File: config.mk
export PLATFORM = sky130hd
export DESIGN_NAME = alu_misr_16
export DESIGN_NICKNAME = d
export VERILOG_FILES = /design/src/rtl/alu_misr_16.sv
export SDC_FILE = /design/constraint.sdc
export NUM_CORES = 1
export LEC_CHECK = 0
export BUFFER_PORTS_ARGS = -buffer_cell sky130_fd_sc_hd__clkbuf_2
export CORE_MARGIN = 1
export CORE_UTILIZATION = 54
export CTS_BUF_LIST = sky130_fd_sc_hd__clkbuf_2 sky130_fd_sc_hd__clkbuf_4 sky130_fd_sc_hd__clkbuf_8
export CTS_CLUSTER_DIAMETER = 50
export CTS_CLUSTER_SIZE = 12
export DETAILED_ROUTE_END_ITERATION = 10
export PLACE_DENSITY = 0.88
export SLEW_MARGIN = 10
export SYNTH_ARGS = -nofsm -noshare
export SYNTH_HDL_FRONTEND = slang
export SYNTH_SLANG_ARGS = --single-unit
File: constraint.sdc
create_clock -name clk -period 4.7 [get_ports clk]
set_input_delay 0.47 -clock clk [delete_from_list [all_inputs] [get_ports clk]]
set_output_delay 0.47 -clock clk [all_outputs]
set_load 0.05 [all_outputs]
File: src/rtl/alu_misr_16.sv
// 16-bit ALU output response analyzer: compacts NUM_SAMPLES words into a MISR and compares against a golden value.
// Optional feature macro: ALU_MISR_DROP_CNT_EN adds an 8-bit saturating drop_cnt output.
module alu_misr_16 #(
  parameter int              WIDTH       = 16,
  parameter int              NUM_SAMPLES = 20,
  parameter logic [WIDTH-1:0] POLY       = 16'h1021,
  parameter logic [WIDTH-1:0] SEED       = 16'hFFFF
) (
  input  logic             clk,
  input  logic             rst,
  input  logic             start,
  input  logic [WIDTH-1:0] expected,
  input  logic             in_valid,
  input  logic [WIDTH-1:0] in_data,
  output logic             in_ready,
  output logic             busy,
  output logic             done,
  output logic             pass,
  output logic [WIDTH-1:0] signature,
  output logic [15:0]      count
`ifdef ALU_MISR_DROP_CNT_EN
  ,
  output logic [7:0]       drop_cnt
`endif
);

  typedef enum logic [1:0] {
    ST_IDLE    = 2'b00,
    ST_CAPTURE = 2'b01,
    ST_DONE    = 2'b10
  } state_t;

  localparam logic [15:0] LAST_IDX = 16'(NUM_SAMPLES - 1);

  // One Galois shift-left MISR step with the data word folded in.
  function automatic logic [WIDTH-1:0] misr_step(input logic [WIDTH-1:0] sig,
                                                 input logic [WIDTH-1:0] data);
    logic [WIDTH-1:0] fb;
    fb = sig[WIDTH-1] ? POLY : {WIDTH{1'b0}};
    return {sig[WIDTH-2:0], 1'b0} ^ fb ^ data;
  endfunction

  state_t           state_q, state_d;
  logic [WIDTH-1:0] signature_q, signature_d;
  logic [15:0]      count_q, count_d;
  logic             ready_q, ready_d;
  logic             done_q, done_d;

  // Next-state, signature and count computation.
  always_comb begin
    state_d     = state_q;
    signature_d = signature_q;
    count_d     = count_q;
    case (state_q)
      ST_IDLE: begin
        if (start) begin
          signature_d = SEED;
          count_d     = 16'd0;
          state_d     = ST_CAPTURE;
        end else begin
          state_d = ST_IDLE;
        end
      end
      ST_CAPTURE: begin
        // A restart wins over a coincident word, which is dropped.
        if (start) begin
          signature_d = SEED;
          count_d     = 16'd0;
          state_d     = ST_CAPTURE;
        end else if (in_valid) begin
          signature_d = misr_step(signature_q, in_data);
          count_d     = count_q + 16'd1;
          if (count_q == LAST_IDX) begin
            state_d = ST_DONE;
          end else begin
            state_d = ST_CAPTURE;
          end
        end else begin
          state_d = ST_CAPTURE;
        end
      end
      ST_DONE: begin
        if (start) begin
          signature_d = SEED;
          count_d     = 16'd0;
          state_d     = ST_CAPTURE;
        end else begin
          state_d = ST_DONE;
        end
      end
      default: begin
        state_d     = ST_IDLE;
        signature_d = SEED;
        count_d     = 16'd0;
      end
    endcase
    ready_d = (state_d == ST_CAPTURE);
    done_d  = (state_d == ST_DONE);
  end

  // State, signature, count and decoded status flags.
  always_ff @(posedge clk or posedge rst) begin
    if (rst) begin
      state_q     <= ST_IDLE;
      signature_q <= SEED;
      count_q     <= 16'd0;
      ready_q     <= 1'b0;
      done_q      <= 1'b0;
    end else begin
      state_q     <= state_d;
      signature_q <= signature_d;
      count_q     <= count_d;
      ready_q     <= ready_d;
      done_q      <= done_d;
    end
  end

`ifdef ALU_MISR_DROP_CNT_EN
  logic [7:0] drop_cnt_q, drop_cnt_d;

  // Saturating count of words offered while not accepting.
  always_comb begin
    drop_cnt_d = drop_cnt_q;
    if (start) begin
      drop_cnt_d = 8'd0;
    end else if (in_valid && !ready_q && (drop_cnt_q != 8'hFF)) begin
      drop_cnt_d = drop_cnt_q + 8'd1;
    end else begin
      drop_cnt_d = drop_cnt_q;
    end
  end

  // Drop counter register.
  always_ff @(posedge clk or posedge rst) begin
    if (rst) begin
      drop_cnt_q <= 8'd0;
    end else begin
      drop_cnt_q <= drop_cnt_d;
    end
  end

  assign drop_cnt = drop_cnt_q;
`endif

  assign in_ready  = ready_q;
  assign busy      = ready_q;
  assign done      = done_q;
  assign pass      = done_q && (signature_q == expected);
  assign signature = signature_q;
  assign count     = count_q;

endmodule
After elaboration in Yosys (flattened, before gate mapping)
Cells that the tools add are included.
Storage, ports and cells
  bits of input ports: 36
  output and inout port bits: 36
  logic and storage cells: 35
  bits in registers: 36
Operators by class
  eq/ne operators: 8
  reductions and logical operators: 4
  $add $sub $neg: 1
  bitwise operators: 2
  muxes and demuxes: 15
Operators by type and width (number)
  16-bit two-way mux: 6
  16-bit one-hot mux with 2 select lines: 2
  16-bit by 1-bit adder with 16-bit output, second input constant: 1
  16-bit equality test: 1
  16-bit by 5-bit equality test with 1-bit output, second input constant: 1
  16-bit by 13-bit XOR with 16-bit output: 1
  16-bit XOR: 1
  13-bit two-way mux: 1
  2-bit two-way mux: 4
  2-bit one-hot mux with 3 select lines: 1
  2-bit by 1-bit equality test with 1-bit output, second input constant: 2
  2-bit equality test, second input constant: 2
  3-bit inequality test, second input constant: 1
  2-bit logical NOT: 1
  2-bit by 1-bit inequality test with 1-bit output, second input constant: 1
  2-bit AND reduction: 1
  2-bit OR reduction: 1
  1-bit logical AND: 1
  1-bit two-way mux: 1

Longest topological paths before layout
  word-level depth: 6
  depth in mapped cells: 6
  gate-level depth less buffers: 5

Worst setup path before layout
OpenSTA, ideal clock, no wires.
  path kind: register -> output
  start: register signature_q[15] (netlist: signature[15])
  end: output port pass
  path slack: 1.481 ns
  stages on the path, launching flop included: 5
  buffers on the path: 1
  arrival time: 2.749 ns
  cells stage by stage: dfstp_2 -> clkbuf_1 -> xnor2_1 -> nand4_1 -> nor4_1
Between the ends
  longest elaborated chain between the ends: 2
Ends and longest elaborated chain
  start: declaration: line 44  | logic [WIDTH-1:0] signature_q, signature_d;
  start signal: assignment: line 111  | signature_q <= signature_d;
  16-bit equality test: line 148  | assign pass = done_q && (signature_q == expected);
  1-bit logical AND: line 148
  end: declaration: line 18  | output logic pass,
No other way between the ends.

Worst setup path after layout
  start: register signature_q[2] (netlist: signature[2])
  end: output port pass
The elaborated chain is that of the path after synthesis.

==> run_results.csv <==
group,metric,value,unit
logic_synthesis,ys.flop_type,"dfrtp_1",
power_and_ir_drop,power_frac_seq,44.7,%
sta,finalSetupTns,0,ps
power_and_ir_drop,switching_power,0.310,mW
sta,min_period,2480,ps
clocking,postCtsSetupBuffers,0,
clocking,post_cts_resize_count,0,
clocking,cts_hold_buf,0,
logic_synthesis,synth_area_per_cell,9.21,µm²
cells_and_area,finish.utilization,69.1,%
sta,slew_headroom,49.4,%
logic_synthesis,ys_seq_elements,36,
setup_path,endpoint_kind,"output pin",
global_route,grt_pass1_wl,8320,µm
global_route,grt_pass1_vias,1825,
logic_synthesis,synthSimpleGateAreaFrac,20.5,%
clocking,path_clk_slew,70,ps
power_and_ir_drop,powerDensity,341,nW/µm²
logic_synthesis,synth-edff-count,0,
power_and_ir_drop,cellLeakagePower,1.09,nW
logic_synthesis,synthArstFlopShare,100,%
setup_path,criticalPathCategory,"flip-flop to output pin",
setup_path,crit_fanout,4,
power_and_ir_drop,comb_power_share,28.0,%
sta,rsz0062_at_grt,"no",
placed_design,place_congestion,0.891,
sta,slew_viol_final,0,
power_and_ir_drop,p_int,0.558,mW
detailed_routing,dr_total_vias,1969,
placed_design,post-place-ws,2490,ps
logic_synthesis,synth.area.top_cells,"dfrtp_1, dfstp_2, xnor2_1",
logic_synthesis,yosysSeqAreaShare,43.9,%
sta,period_share,52.8,%
outcome,status,"finished clean",
placed_design,portBuffers,71,
logic_synthesis,synthXorXnorAreaFrac,14.2,%
sta,setup_violations,0,
floorplan,start_util,56.9,%
setup_path,required,4230,ps
logic_synthesis,ys_warn_count,0,
logic_synthesis,synth_area,2100,µm²
cells_and_area,final_common_cell,"clkbuf_2",
detailed_routing,ant_nets,0,
cells_and_area,final_area,2550,µm²
logic_synthesis,yosys.area.top_type,"dfrtp_1",
clocking,cts_buffers,5,
sta,whs,261,ps
clocking,clk_latency,290,ps
power_and_ir_drop,clkPwrFrac,27.3,%
logic_synthesis,synthAdderAreaFrac,0.596,%
cells_and_area,final_nets,329,
sta,skew,7.95,ps
sta,hold_viol_final,0,
power_and_ir_drop,peakVddDrop,0.000164,V
detailed_routing,drtIter0Drc,104,
global_route,gr-usage-all-layers,26.2,%
logic_synthesis,synth_compound_area_share,16.4,%
detailed_routing,drc,0,
logic_synthesis,synth_top_area_share,23.8,%
power_and_ir_drop,p_total,0.868,mW
placed_design,place_area,2450,µm²
detailed_routing,drt_wl_total,5050,µm
cells_and_area,fin_cells,340,
logic_synthesis,yosysUniqueCellTypes,42,
floorplan,core_area,3690,µm²
logic_synthesis,synth_nets,265,
detailed_routing,firstDrtPassIters,4,
clocking,cts-htree-levels,2,
clocking,clockBufferDepth,2,
floorplan,num_rows,22,
detailed_routing,vias_per_cell,5.79,
cells_and_area,drive_above_1_share,34.9,%
floorplan,die-width,64.4,µm
placed_design,dp_cells,333,
global_route,grt_overflow,0,
global_route,grt_antenna_before_repair,0,
logic_synthesis,synthMuxAreaShare,0.477,%
sta,max_freq,0.403,GHz
cells_and_area,area_delta_synth_final,21.3,%
detailed_routing,avgRoutedWirePerCell,14.9,µm
setup_path,arrival,2010,ps
min_path,hp-class,"primary input to asynchronous set/reset pin",
placed_design,dp_hpwl,3620,µm
sta,worst_pin_slew,759,ps
cells_and_area,diodes,0,
floorplan,chipHeight,64.4,µm
global_route,grt_max_degree,37,
setup_path,crit_path_start_kind,"flip-flop",
sta,setup_slack,2220,ps
floorplan,dieArea,4140,µm²
clocking,cts_tree,"yes",
floorplan,ios,72,
logic_synthesis,synth_top_family_by_area,"simple AND/OR/NAND/NOR gates",
clocking,numClockSinks,36,
clocking,cts_root_buffer,"clkbuf_8",
cells_and_area,mostFrequentLayoutCells,"clkbuf_2, a21oi_1, xnor2_1, nor2_1, dfrtp_1",
job,max-cap-violations,0,
power_and_ir_drop,p_sw_share,35.7,%
logic_synthesis,synth_cells,228,
[power groups by stage]
stage,logic (mW),clock network [mW],registers (mW)
finish,0.243,0.237,0.388
detailed placement,0.243,0,0.393
global route,0.260,0.255,0.393
global placement,0.238,0,0.391
floorplan,0.108,0,0.464
CTS,0.244,0.243,0.387
[registers in the layout, summed over array words and instances (netlist names)]
| name | flops |
|---|---|
| busy | 1 |
| count | 16 |
| done | 1 |
| signature | 16 |
| state_q | 2 |
[cell families (layout without fill, tap and decap cells)]
logic type,count (synthesis),count (layout)
AO/OA/AOI/OAI,59,59
XOR/XNOR,34,34
adder cells (fa/ha/maj),1,1
buffers and inverters,18,82
flip-flops,36,36
multiplexers,1,1
AND/OR/NAND/NOR,79,79
[layer usage]
metal  wire [µm]  GRT usage (%)  vias up
li1            -              -      937
met1        2180           31.7      930
met2        2430           43.7       94
met3         357           6.25        8
met4          87           11.9        0
met5           0              0        -
[cells in the mapped netlist, types with 2 or more instances]
cell type   n
a31oi_1     6
nand2_1    14
buf_2       6
dfstp_2    16
nand2b_1    3
o21ai_0    12
nand3_1     6
nor4_1      6
dfrtp_1    20
a41oi_1     3
nand4_1     7
nor3_1      2
nor2_1     25
inv_1       3
xor2_1      6
nor2b_1     2
and4_2      2
buf_4       2
a21boi_0    2
nand3b_1    2
a21oi_1    29
clkbuf_1    7
xnor2_1    28
[area by class of cell]
| class | count | area (µm²) |
|---|---|---|
| Fill cell | 287 | 1140 |
| Clock buffer | 7 | 96.3 |
| Tap cell | 48 | 60.1 |
| Inverter | 3 | 11.3 |
| Timing Repair Buffer | 72 | 363 |
| Multi-Input combinational cell | 174 | 1100 |
| Sequential cell | 36 | 921 |
[final timing paths]
kind                                     end  slack (ps)          from  cells past startpoint
worst max-delay path                    pass        2220  signature[2]                      5
worst min-delay path                count[7]         260           rst                      3
worst max register to register          done        2710      count[1]                      5
worst min register to register  signature[4]         530  signature[4]                      2
max in group asynchronous       signature[1]        4100           rst                      3
min in group clk                signature[2]         430    in_data[2]                      3
[worst max-delay path, cell delays in order, from the launching register on]
cell and delay (ps):
dfstp_2 570, xor2_1 90, nor4_1 320, nand4_1 160, nor4_1 260, clkbuf_2 330
Note: power is estimated with default switching activity, not from simulation.
